[config.mk]
export PLATFORM = sky130hd
export DESIGN_NAME = rr_priority_encoder
export DESIGN_NICKNAME = d
export VERILOG_FILES = /design/src/rtl/rr_priority_encoder.sv
export SDC_FILE = /design/constraint.sdc
export NUM_CORES = 1
export LEC_CHECK = 0
export BUFFER_PORTS_ARGS = -buffer_cell sky130_fd_sc_hd__buf_2
export CAP_MARGIN = 30
export CORE_MARGIN = 2
export CORE_UTILIZATION = 46
export CTS_CLUSTER_SIZE = 20
export DETAILED_ROUTE_END_ITERATION = 6
export PLACE_DENSITY = 0.65
export SLEW_MARGIN = 15
export SYNTH_ARGS = -nofsm -noshare
export SYNTH_HDL_FRONTEND = slang
export SYNTH_SLANG_ARGS = --single-unit
[constraint.sdc]
create_clock -name i_clk -period 4.2 [get_ports i_clk]
set_input_delay 0.84 -clock i_clk [delete_from_list [all_inputs] [get_ports i_clk]]
set_output_delay 0.84 -clock i_clk [all_outputs]
set_load 0.01 [all_outputs]
[src/rtl/rr_priority_encoder.sv]
// rr_priority_encoder
//   Registered request-to-index encoder. Picks one set bit of an arbitrary
//   request vector, using either fixed lowest-index priority or round-robin
//   priority. The choice is presented as a binary address and a one-hot grant
//   over a valid/ready handshake.
//
// Ports:
//   i_clk    - clock, rising edge
//   i_rst_n  - asynchronous active-low reset
//   iv_req   - request vector, any number of bits may be set
//   i_ready  - downstream accepts the current output when high
//   o_valid  - ov_addr/ov_grant/o_multi hold a valid selection
//   ov_addr  - binary index of the selected request
//   ov_grant - one-hot of the selected request, zero when o_valid=0
//   o_multi  - more than one request bit was set when captured
module rr_priority_encoder #(
    parameter int  p_WIDTH      = 8,
    parameter int  p_RR         = 1,
    localparam int p_ADDR_WIDTH = $clog2(p_WIDTH)
) (
    input  logic                    i_clk,
    input  logic                    i_rst_n,
    input  logic [p_WIDTH-1:0]      iv_req,
    input  logic                    i_ready,
    output logic                    o_valid,
    output logic [p_ADDR_WIDTH-1:0] ov_addr,
    output logic [p_WIDTH-1:0]      ov_grant,
    output logic                    o_multi
);

    logic                    r_valid;
    logic [p_ADDR_WIDTH-1:0] r_addr;
    logic [p_WIDTH-1:0]      r_grant;
    logic                    r_multi;
    logic [p_ADDR_WIDTH-1:0] r_ptr;

    logic                    w_load;
    logic                    w_found;
    logic                    w_multi;
    logic [p_ADDR_WIDTH-1:0] w_sel;
    logic [p_ADDR_WIDTH-1:0] w_idx;

    // The output register only advances when it is empty or being consumed.
    assign w_load  = !r_valid || i_ready;

    // Clearing the lowest set bit leaves something only if two or more were set.
    assign w_multi = |(iv_req & (iv_req - p_WIDTH'(1)));

    // Search starting at the pointer. The wrap is an explicit subtraction so
    // the index stays inside 0..p_WIDTH-1 for non-power-of-two widths.
    always_comb begin
        w_found = 1'b0;
        w_sel   = '0;
        w_idx   = '0;
        for (int k = 0; k < p_WIDTH; k++) begin
            if (int'(r_ptr) + k >= p_WIDTH) begin
                w_idx = p_ADDR_WIDTH'(int'(r_ptr) + k - p_WIDTH);
            end else begin
                w_idx = p_ADDR_WIDTH'(int'(r_ptr) + k);
            end
            if (!w_found && iv_req[w_idx]) begin
                w_found = 1'b1;
                w_sel   = w_idx;
            end
        end
    end

    always_ff @(posedge i_clk or negedge i_rst_n) begin
        if (!i_rst_n) begin
            r_valid <= 1'b0;
            r_addr  <= '0;
            r_grant <= '0;
            r_multi <= 1'b0;
            r_ptr   <= '0;
        end else if (w_load) begin
            r_valid <= w_found;
            if (w_found) begin
                r_addr  <= w_sel;
                r_grant <= p_WIDTH'(1) << w_sel;
                r_multi <= w_multi;
                // Fixed priority keeps the pointer parked at index 0.
                if (p_RR != 0) begin
                    r_ptr <= (w_sel == p_ADDR_WIDTH'(p_WIDTH - 1)) ? '0
                                                                   : w_sel + p_ADDR_WIDTH'(1);
                end
            end else begin
                r_addr  <= '0;
                r_grant <= '0;
                r_multi <= 1'b0;
            end
        end
    end

    assign o_valid  = r_valid;
    assign ov_addr  = r_addr;
    assign ov_grant = r_grant;
    assign o_multi  = r_multi;

endmodule

---- Word-level counts from Yosys, hierarchy flattened ----
Index checks and enable logic that the tools add are counted.
storage, ports and cells
  register bits after elaboration ......... 16
  output and inout port bits .............. 13
  logic and storage cells ................. 103
  bits of input ports ..................... 11
operators by class
  mux-type cells .......................... 44
  bitwise logic cells ..................... 1
  reduce and logical (&&, ||, !) cells .... 18
  order comparisons ....................... 16
  shifts and indexed selects .............. 1
  equality and inequality tests ........... 1
  add/sub/neg operators ................... 17
operator list
  cell                                                                    number
  3-bit 2-to-1 mux                                                        18
  3-bit by 4-bit < comparator with 1-bit output (second input constant)   8
  4-bit >= comparator (second input constant)                             7
  1-bit binary-select mux with 3-bit select                               8
  3-bit by 1-bit subtractor with 3-bit output (second input constant)     8
  1-bit 2-to-1 mux                                                        17
  3-bit by 3-bit adder with 4-bit output (second input constant)          4
  3-bit by 2-bit adder with 4-bit output (second input constant)          2
  8-bit AND                                                               1
  1-bit zero test                                                         8
  8-bit 2-to-1 mux                                                        1
  8-bit OR reduction                                                      1
  1-bit by 3-bit left shift with 8-bit output (first input constant)      1
  8-bit by 1-bit subtractor with 8-bit output (second input constant)     1
  1-bit logical AND                                                       7
  3-bit by 1-bit adder with 4-bit output (second input constant)          1
  3-bit by 4-bit >= comparator with 1-bit output (second input constant)  1
  3-bit by 1-bit adder with 3-bit output (second input constant)          1
  3-bit equality test (second input constant)                             1
  2-bit AND reduction                                                     1
  1-bit logical OR                                                        1

---- Logic depth before layout (Yosys ltp) ----
Gate-level depths: netlist of the first run.
  depth in word-level cells ............... 28
  mapped depth ............................ 16
  gate-level depth less buffers ........... 13

---- Worst setup path before layout of the first run ----
No wires, ideal clock.
  path type ............................... reg-to-reg
  start point ............................. reg r_ptr[0]
  end point ............................... reg r_grant[6] (netlist: ov_grant[6])
  period minus slack after synthesis ...... 3.293 ns
  setup time .............................. 0.121 ns
  cell stages (with the launch flop) ...... 17
  data arrival time ....................... 3.172 ns
  path slack .............................. 0.907 ns
  data required time ...................... 4.079 ns
  buffers on the path ..................... 3
  cells stage by stage .................... dfrtp_1 > buf_6 > buf_8 > inv_1 > ha_1 > buf_6 > mux4_2 > a21oi_1 > a22o_4 > and3_4 > a31oi_1 > o21ai_2 > inv_1 > ha_1 > nand3_1 > inv_1 > a22o_1
between the ends
  longest elaborated chain between the ends .. 28
  elaborated cells between the ends (all ways) .. 79
  classes of those cells .................. 15 x add/sub; 8 x order compare; 1 x shift; 41 x mux; 14 x reduce/logical
RTL lines
  element                                                                                          line  text
  from (decl)                                                                                      35    logic [p_ADDR_WIDTH-1:0] r_ptr;
  from (signal assigned)                                                                           83    r_ptr <= (w_sel == p_ADDR_WIDTH'(p_WIDTH - 1)) ? '0
  parallel branches: the longest is 27 deep, another holds 3-bit by 1-bit adder with 4-bit output  -
  8-bit 2-to-1 mux *                                                                               77    if (w_found) begin
  to (signal assigned)                                                                             79    r_grant <= p_WIDTH'(1) << w_sel;
  to (decl)                                                                                        33    logic [p_WIDTH-1:0] r_grant;
Every way passes the cells marked *. The select of a mux whose other input is x is not followed.
A chain may end at the register's enable or synchronous reset.

---- Worst setup path after layout of the first run ----
  start point ............................. reg r_ptr[1]
  end point ............................... reg r_grant[4] (netlist: ov_grant[4])
Same word-level chain as after synthesis.

==> flow_summary.toml, run 1 <==
[clock_network]
cts_root_buf = "clkbuf_8"
clockBufferDepth = 2
clk_latency_ps = 250
cts_setup_buffers = 0
cts_resized = 0
cts_num_sinks = 16
h-tree-depth = 1
cts_tree = "yes"
path_clk_slew_ps = 60
cts_buffers = 3
ctsHoldBuffers = 0

[route]
routed-via-count = 1525
ant_nets = 0
wl_mm = 4.31
first_pass_iters = 4
drc_errors = 0
wire_per_inst_um = 17.4
drtIter0Drc = 127
vias_per_cell = 6.17

[floorplan]
die_w_um = 66.0
die_h_um = 66.0
start_util_pct = 47.9
placeableCoreArea_um2 = 3690
die_area_um2 = 4360
num_io_pins = 24
rows = 22

[grt]
grt_pass1_vias = 1422
grt_pass1_wl_mm = 7.19
grt_start_max_net_pins = 19
antenna_found_initial = 0
grt_usage_pct = 21.5
grt_overflow_total = 0

[sta]
tightest_slew_ps = 646
rsz0062_at_grt = "no"
setup_viol = 0
tns_ps = 0
skew_ps = 2.41
layout_min_cycle_time_ps = 3520
worst_slack_ps = 681
report.final.hold_viol_count = 0
slew_viol_final = 0
min_period_over_period_pct = 83.8
maxSlewHeadroom_pct = 56.9
clock.fmax_mhz = 284

[worst_setup_path]
crit_arrival_ps = 3660
cp-end-kind = "flop"
crit_end = "ov_grant[4]"
reg2reg_slack_ps = 680
cp_num_cells = 13
cp_slowest_cell = "mux4_1"
r2r_start = "r_ptr[1]"
r2r_end = "ov_grant[4]"
critPathBufInv = 3
critical_path_class = "reg2reg"
path_common_cell = "inv_1"
r2r_cells = 13
worstPathRequired_ps = 4340
path_delay_family = "compound AO/OA/AOI/OAI gates"
crit_start = "r_ptr[1]"
worst_path_largest_cell_delay_ps = 690
critPathMaxFanout = 11
cp-start-kind = "flop"
crit_chain = "inv_1 -> ha_1 -> mux4_1 -> a21oi_1 -> a22o_4 -> and3_4 -> a31oi_1 -> o21ai_2 -> inv_1 -> ha_1 -> nand3_1 -> inv_1 -> a22o_1"

[hold_path]
holdCritPathClass = "reg2reg"
hold_start = "ov_addr[2]"

[cells_and_area]
final_cell_mix = "nand2_1 (23), buf_2 (23), dfrtp_1 (16)"
drive_gt1_share_pct = 25.1
syn_to_final_growth_pct = 9.06
antennaDiodeCount = 0
final_cell_count_no_fill = 247
final_nets = 217

[flow_run]
drv_cap = 0

[synthesis]
netlist.area_leader.share_pct = 22.6
postSynthNetCount = 196
yosys_warnings = 0
synth_top_area_cell = "dfrtp_1"
synth.distinct_cells = 51
syn_area_per_cell_um2 = 9.88
syn_inst = 179
async_flop_share_pct = 100
seq_area_frac_synth_pct = 22.6
synth_edf_count = 0
synth-main-ff-cell = "dfrtp_1"
synth.area.top_cells = "dfrtp_1 (23%), mux4_2 (10%), mux4_1 (7.4%)"
ys_seq_elements = 16
synth_area_um2 = 1770

[placed_design]
preCtsSetupSlack_ps = 688
place_hpwl_mm = 3.29
gp_congestion = 0.894
placed_cells = 243
place.port_buffers = 23

[run_status]
status = "finished, final reports clean"
## per-stage QoR
step | instance area (um^2) | utilization, % | hold WS (ps)
3_5_place_dp | 1870 | 50.8 | 462
6_report | 1930 | 52.3 | 472
4_1_cts | 1930 | 52.3 | 477
3_3_place_gp | 1870 | 50.8 | 449
2_1_floorplan | 1770 | - | 507
5_1_grt | 1930 | 52.3 | 503
## cell type report
cell class | instances | area (um^2)
fillers | 366 | 1760
multi-input cells | 147 | 1260
flip-flops and latches | 16 | 400
repair buffers | 25 | 130
well taps | 48 | 60.1
clock buffers | 4 | 55.1
inverters | 7 | 26.3
## worst min path at each step
stage | to | slack, ps | cells past startpoint
final | ov_addr[2] | 470 | 2
after global routing | ov_addr[2] | 500 | 2
after CTS | ov_addr[2] | 480 | 2
after detailed placement | ov_addr[2] | 460 | 2
after global placement | ov_addr[2] | 450 | 2
after floorplan | ov_addr[2] | 510 | 2
## layer usage
layer | share of wire [%] | vias up | wire length (um) | track usage (%)
met1 | 45 | 733 | 1960 | 32.2
li1 | - | 723 | - | -
met2 | 47 | 57 | 2020 | 32.7
met5 | 0 | - | 0 | 0
met3 | 6.3 | 12 | 272 | 4.26
met4 | 1.4 | 0 | 59 | 3.83
## flip-flops by register name, summed over array words and instances, names as in the netlist
register	cells
r_ptr	3
ov_grant	8
ov_addr	3
o_valid	1
o_multi	1
## cell families after synthesis
logic type	Yosys count	share of synthesized area, %
AOI/OAI and AO/OA	46	19.0
buffers and inverters	16	6.30
and+or+nand+nor	63	18.5
muxes	27	26.7
DFF	16	22.6
xor gates and xnor gates	3	1.49
adders and majority gates	8	5.38
## cell usage after synthesis, drive strengths merged (4+ instances only)
cell type  instances
nand3              9
mux2i             11
nor2b              4
ha                 6
dfrtp             16
nand2b             4
buf                8
a21oi              6
nor2               7
o22ai              4
mux4              13
and2               5
nand2             23
o21ai             16
inv                7
## tightest hold or removal path, delay by kind of cell (launching register included)
| family | cells | cell delay, ps |
|---|---|---|
| flops | 1 | 340 |
| simple gates | 2 | 100 |
Power of run 1 is left out: the tool's default activity adds up to more than one toggle a clock period on the data nets, which glitch-free logic cannot reach.
==> run 2: changes to the inputs <==
--- a/config.mk
+++ b/config.mk
@@ -5,13 +5,14 @@
 export SDC_FILE = /design/constraint.sdc
 export NUM_CORES = 1
 export LEC_CHECK = 0
+export ABC_AREA = 1
 export BUFFER_PORTS_ARGS = -buffer_cell sky130_fd_sc_hd__buf_2
 export CAP_MARGIN = 30
 export CORE_MARGIN = 2
 export CORE_UTILIZATION = 46
 export CTS_CLUSTER_SIZE = 20
 export DETAILED_ROUTE_END_ITERATION = 6
-export PLACE_DENSITY = 0.65
+export PLACE_DENSITY = 0.66
 export SLEW_MARGIN = 15
 export SYNTH_ARGS = -nofsm -noshare
 export SYNTH_HDL_FRONTEND = slang
==> constraint.sdc (replaced) <==
create_clock -name i_clk -period 3.3 [get_ports i_clk]
set_input_delay 0.66 -clock i_clk [delete_from_list [all_inputs] [get_ports i_clk]]
set_output_delay 0.66 -clock i_clk [all_outputs]
set_load 0.01 [all_outputs]
==> flow_summary.toml, run 2 <==
[cells_and_area]
final_cell_mix = "nand2_1 (70), nand3_1 (29), buf_2 (23)"
antennaDiodeCount = 0
syn_to_final_growth_pct = 12.9
final_nets = 261
final_common_cell = "nand2_1"
utilization_pct = 53.3
fill_cells = 352
drive_gt1_share_pct = 27.6
largest_register_ffs = 8

[grt]
grt_start_max_net_pins = 17
grt_overflow_total = 0
grt_usage_pct = 19.3
antenna_found_initial = 0
grt_pass1_vias = 1327
grt_pass1_wl_mm = 6.15

[route]
drtIter0Drc = 71
first_pass_iters = 4
drc_errors = 0
vias_per_cell = 5.06
wire_per_inst_um = 11.6
ant_nets = 0
wl_mm = 3.34
routed-via-count = 1462

[floorplan]
num_io_pins = 24
die_h_um = 62.3
start_util_pct = 47.2
placeableCoreArea_um2 = 3310
die_w_um = 62.3
rows = 21
die_area_um2 = 3880

[sta]
clock.fmax_mhz = 341
skew_ps = 4.78
slew_viol_final = 0
report.final.hold_viol_count = 0
min_period_over_period_pct = 89.0
layout_min_cycle_time_ps = 2940
setup_viol = 0
rsz0062_at_grt = "no"
maxSlewHeadroom_pct = 69.4
tightest_slew_ps = 458
tns_ps = 0

[synthesis]
synth_area_um2 = 1560
synth_top_area_cell = "dfrtp_1"
synth.area.top_cells = "dfrtp_1 (26%), nand2_1 (17%), nand3_1 (9.3%)"
synth-main-ff-cell = "dfrtp_1"
synthTopCellsByCount = "nand2_1 (70), nand3_1 (29), dfrtp_1 (16), inv_1 (16), nor2_1 (12)"
syn_area_per_cell_um2 = 7.21
seq_area_frac_synth_pct = 25.6
yosys_warnings = 0
synth_edf_count = 0
netlist.area_leader.share_pct = 25.6
async_flop_share_pct = 100
yosysMostFrequentCell = "nand2_1"
syn_inst = 217
synth.distinct_cells = 34
postSynthNetCount = 234
ys_seq_elements = 16

[clock_network]
path_clk_slew_ps = 90
h-tree-depth = 1
ctsHoldBuffers = 0
cts_num_sinks = 16
cts_resized = 0
clk_latency_ps = 280
cts_buffers = 3
cts_root_buf = "clkbuf_4"
cts_tree = "yes"
clockBufferDepth = 2
cts_setup_buffers = 0

[placed_design]
place_hpwl_mm = 2.73
place.port_buffers = 23
gp_congestion = 0.864

[worst_setup_path]
worstPathRequired_ps = 3480
crit_chain = "inv_2 -> ha_1 -> inv_1 -> nand3_2 -> nand3_2 -> nand2_4 -> nor2_8 -> nand4_4 -> nor2_4 -> nand3b_2 -> or2_1 -> nand2_1 -> inv_1 -> ha_1 -> inv_1 -> nor2_1 -> nand3_1 -> nand3_1"
cp-start-kind = "flop"
path_common_cell = "inv_1"
cp_num_cells = 18
crit_arrival_ps = 3110
cp_slowest_cell = "dfrtp_2"
cp-end-kind = "flop"
critPathBufInv = 4
worst_path_largest_cell_delay_ps = 490
critPathMaxFanout = 11
path_delay_family = "simple AND/OR/NAND/NOR gates"
critical_path_class = "reg2reg"
r2r_cells = 18

[run_status]
status = "finished, final reports clean"

[hold_path]
holdCritPathClass = "in2async"

[flow_run]
drv_cap = 0
==> run 2: layer usage <==
| layer | global-route usage, % | up-vias | wire [um] |
|---|---|---|---|
| li1 | - | 765 | - |
| met1 | 30.3 | 660 | 1700 |
| met2 | 27.7 | 32 | 1470 |
| met3 | 3.26 | 5 | 158 |
| met4 | 4.17 | 0 | 17 |
| met5 | 0 | - | 0 |
==> run 2: logic make-up (layout without fill, tap and decap cells) <==
logic type	after synthesis	count (layout)	share of synthesized area, %
AND/OR/NAND/NOR	147	147	53.1
buffers and inverters	27	53	7.76
AO/OA/AOI/OAI	16	16	5.92
flip-flops	16	16	25.6
adder cells (fa/ha/maj)	6	6	4.80
XOR/XNOR	5	5	2.80
==> run 2: final cells by class <==
cell class	instances	area, um^2	area share, %
Tap cell	46	57.6	3.26
Inverter	22	82.6	4.68
Multi-Input combinational cell	174	1040	59.0
Clock buffer	4	36.3	2.06
Timing Repair Buffer	27	145	8.22
Sequential cell	16	402	22.7
==> run 2: path summary, 6_finish.rpt <==
path	start	endpoint	slack [ps]
max in group asynchronous	i_rst_n	r_ptr[0]	2760
setup reg to reg	r_ptr[0]	r_ptr[2]	360
min in group i_clk	ov_grant[4]	ov_grant[4]	480
hold reg to reg	ov_grant[4]	ov_grant[4]	480
setup / recovery	r_ptr[0]	r_ptr[2]	360
hold / removal	i_rst_n	o_valid	260
==> run 2: per-stage QoR <==
| stage | setup slack (ps) | hold WS [ps] | cells | area [um^2] |
|---|---|---|---|---|
| after global placement | 418 | 460 | 285 | 1730 |
| after detailed placement | 285 | 460 | 285 | 1730 |
| final | 365 | 261 | 289 | 1770 |
| after CTS | 259 | 270 | 289 | 1760 |
| after floorplan | 415 | 364 | 217 | 1560 |
| after global routing | 67.2 | 278 | 289 | 1770 |
==> run 2: worst register-to-register path, stage by stage (launching register included) <==
cell and delay (ps):
dfrtp_2 490, inv_2 60, ha_1 300, inv_1 220, nand3_2 150, nand3_2 140, nand2_4 80, nor2_8 110
nand4_4 110, nor2_4 160, nand3b_2 110, or2_1 230, nand2_1 110, inv_1 70, ha_1 190, inv_1 70
nor2_1 50, nand3_1 90, nand3_1 80
Power of run 2 is left out for the same reason.
==> run 3: changes to the inputs <==
==> constraint.sdc (replaced) <==
create_clock -name i_clk -period 3.35 [get_ports i_clk]
set_input_delay 0.67 -clock i_clk [delete_from_list [all_inputs] [get_ports i_clk]]
set_output_delay 0.67 -clock i_clk [all_outputs]
set_load 0.01 [all_outputs]
==> flow_summary.toml, run 3 (synthesized netlist as in run 2, its figures left out) <==
[worst_setup_path]
crit_arrival_ps = 3130
critPathMaxFanout = 11
critical_path_class = "reg2reg"
r2r_start = "r_ptr[0]"
worstPathRequired_ps = 3530
r2r_cells = 18
r2r_end = "r_ptr[2]"
cp_slowest_cell = "dfrtp_2"
cp-start-kind = "flop"
crit_chain = "inv_2 -> ha_1 -> inv_2 -> nand3_2 -> nand3_2 -> nand2_4 -> nor2_8 -> nand4_4 -> nor2_4 -> nand3b_2 -> or2_1 -> nand2_1 -> inv_1 -> ha_1 -> inv_1 -> nor2_1 -> nand3_1 -> nand3_1"
cp-end-kind = "flop"
reg2reg_slack_ps = 400
worst_path_largest_cell_delay_ps = 470

[clock_network]
cts_setup_buffers = 0
clk_latency_ps = 290
cts_root_buf = "clkbuf_4"
ctsHoldBuffers = 0
path_clk_slew_ps = 90
cts_num_sinks = 16
h-tree-depth = 1
cts_tree = "yes"
clockBufferDepth = 2
cts_buffers = 3

[route]
wl_mm = 3.42
drtIter0Drc = 46
routed-via-count = 1458
vias_per_cell = 5.06
wire_per_inst_um = 11.9
drc_errors = 0
first_pass_iters = 4
ant_nets = 0

[hold_path]
holdCritPathClass = "in2async"

[cells_and_area]
fill_cells = 355
syn_to_final_growth_pct = 12.4
postLayoutCellArea_um2 = 1760
utilization_pct = 53.1
drive_gt1_share_pct = 27.7
final_cell_mix = "nand2_1 (70), nand3_1 (29), buf_2 (23)"
final_common_cell = "nand2_1"
largest_register_ffs = 8
final_nets = 260
antennaDiodeCount = 0

[floorplan]
start_util_pct = 47.2
die_w_um = 62.3
die_area_um2 = 3880
placeableCoreArea_um2 = 3310
die_h_um = 62.3
num_io_pins = 24
rows = 21

[grt]
grt_pass1_wl_mm = 6.25
grt_usage_pct = 19.8
grt_pass1_vias = 1367
grt_overflow_total = 0
grt_start_max_net_pins = 17
antenna_found_initial = 0

[sta]
slew_viol_final = 0
worst_slack_ps = 400
report.final.hold_viol_count = 0
setup_viol = 0
skew_ps = 1.01
tns_ps = 0
clock.fmax_mhz = 339
tightest_slew_ps = 447
layout_min_cycle_time_ps = 2950
maxSlewHeadroom_pct = 70.2
min_period_over_period_pct = 88.1
rsz0062_at_grt = "no"

[placed_design]
place_hpwl_mm = 2.75
place.port_buffers = 23
preCtsSetupSlack_ps = 250
placed_cell_area_um2 = 1720
gp_congestion = 0.890

[flow_run]
drv_cap = 0

[run_status]
status = "finished, final reports clean"
## run 3: worst max path at each step
stage | start | end | slack (ps) | depth (start not counted)
final | r_ptr[0] | r_ptr[2] | 400 | 18
after global routing | r_ptr[0] | r_ptr[2] | 80 | 18
after CTS | r_ptr[0] | r_ptr[2] | 220 | 18
after detailed placement | r_ptr[0] | r_ptr[2] | 250 | 18
after global placement | r_ptr[0] | r_ptr[2] | 330 | 19
after floorplan | r_ptr[0] | r_ptr[2] | 470 | 20
## run 3: worst max-delay path: cells and delay by family, from the launching register on
| kind | cells | cell delay (ps) |
|---|---|---|
| buf+inv | 4 | 360 |
| simple gates | 12 | 1400 |
| flops | 1 | 470 |
| fa+ha+maj | 2 | 590 |
## run 3: final cells by class
cell class | count | area, um^2 | area share (%)
clock buffer | 4 | 36.3 | 2.06
tap | 46 | 57.6 | 3.27
multi-input combinational | 174 | 1040 | 59.3
timing repair buffer | 26 | 138 | 7.83
sequential | 16 | 402 | 22.8
inverter | 22 | 82.6 | 4.70
## run 3: repair_timing
| item | 4_1_cts | 5_1_grt |
|---|---|---|
| resized for setup | 0 | 2 |
| hold endpoints to repair | 0 | 0 |
| endpoints found under the setup margin | 0 | 2 |
## run 3: stage by stage
stage / hold slack, ps / instances
6_report: 277 / 288
3_3_place_gp: 460 / 284
2_1_floorplan: 374 / 217
5_1_grt: 282 / 288
3_5_place_dp: 461 / 284
4_1_cts: 277 / 288
## run 3: per-layer routing
metal  routed length, um  part of all wire (%)  track usage (%)
met1                1700                    50             28.3
met4                  35                   1.0             5.00
met2                1530                    45             31.5
met5                   0                     0                0
met3                 151                   4.4             3.26
Power of run 3 is left out for the same reason.
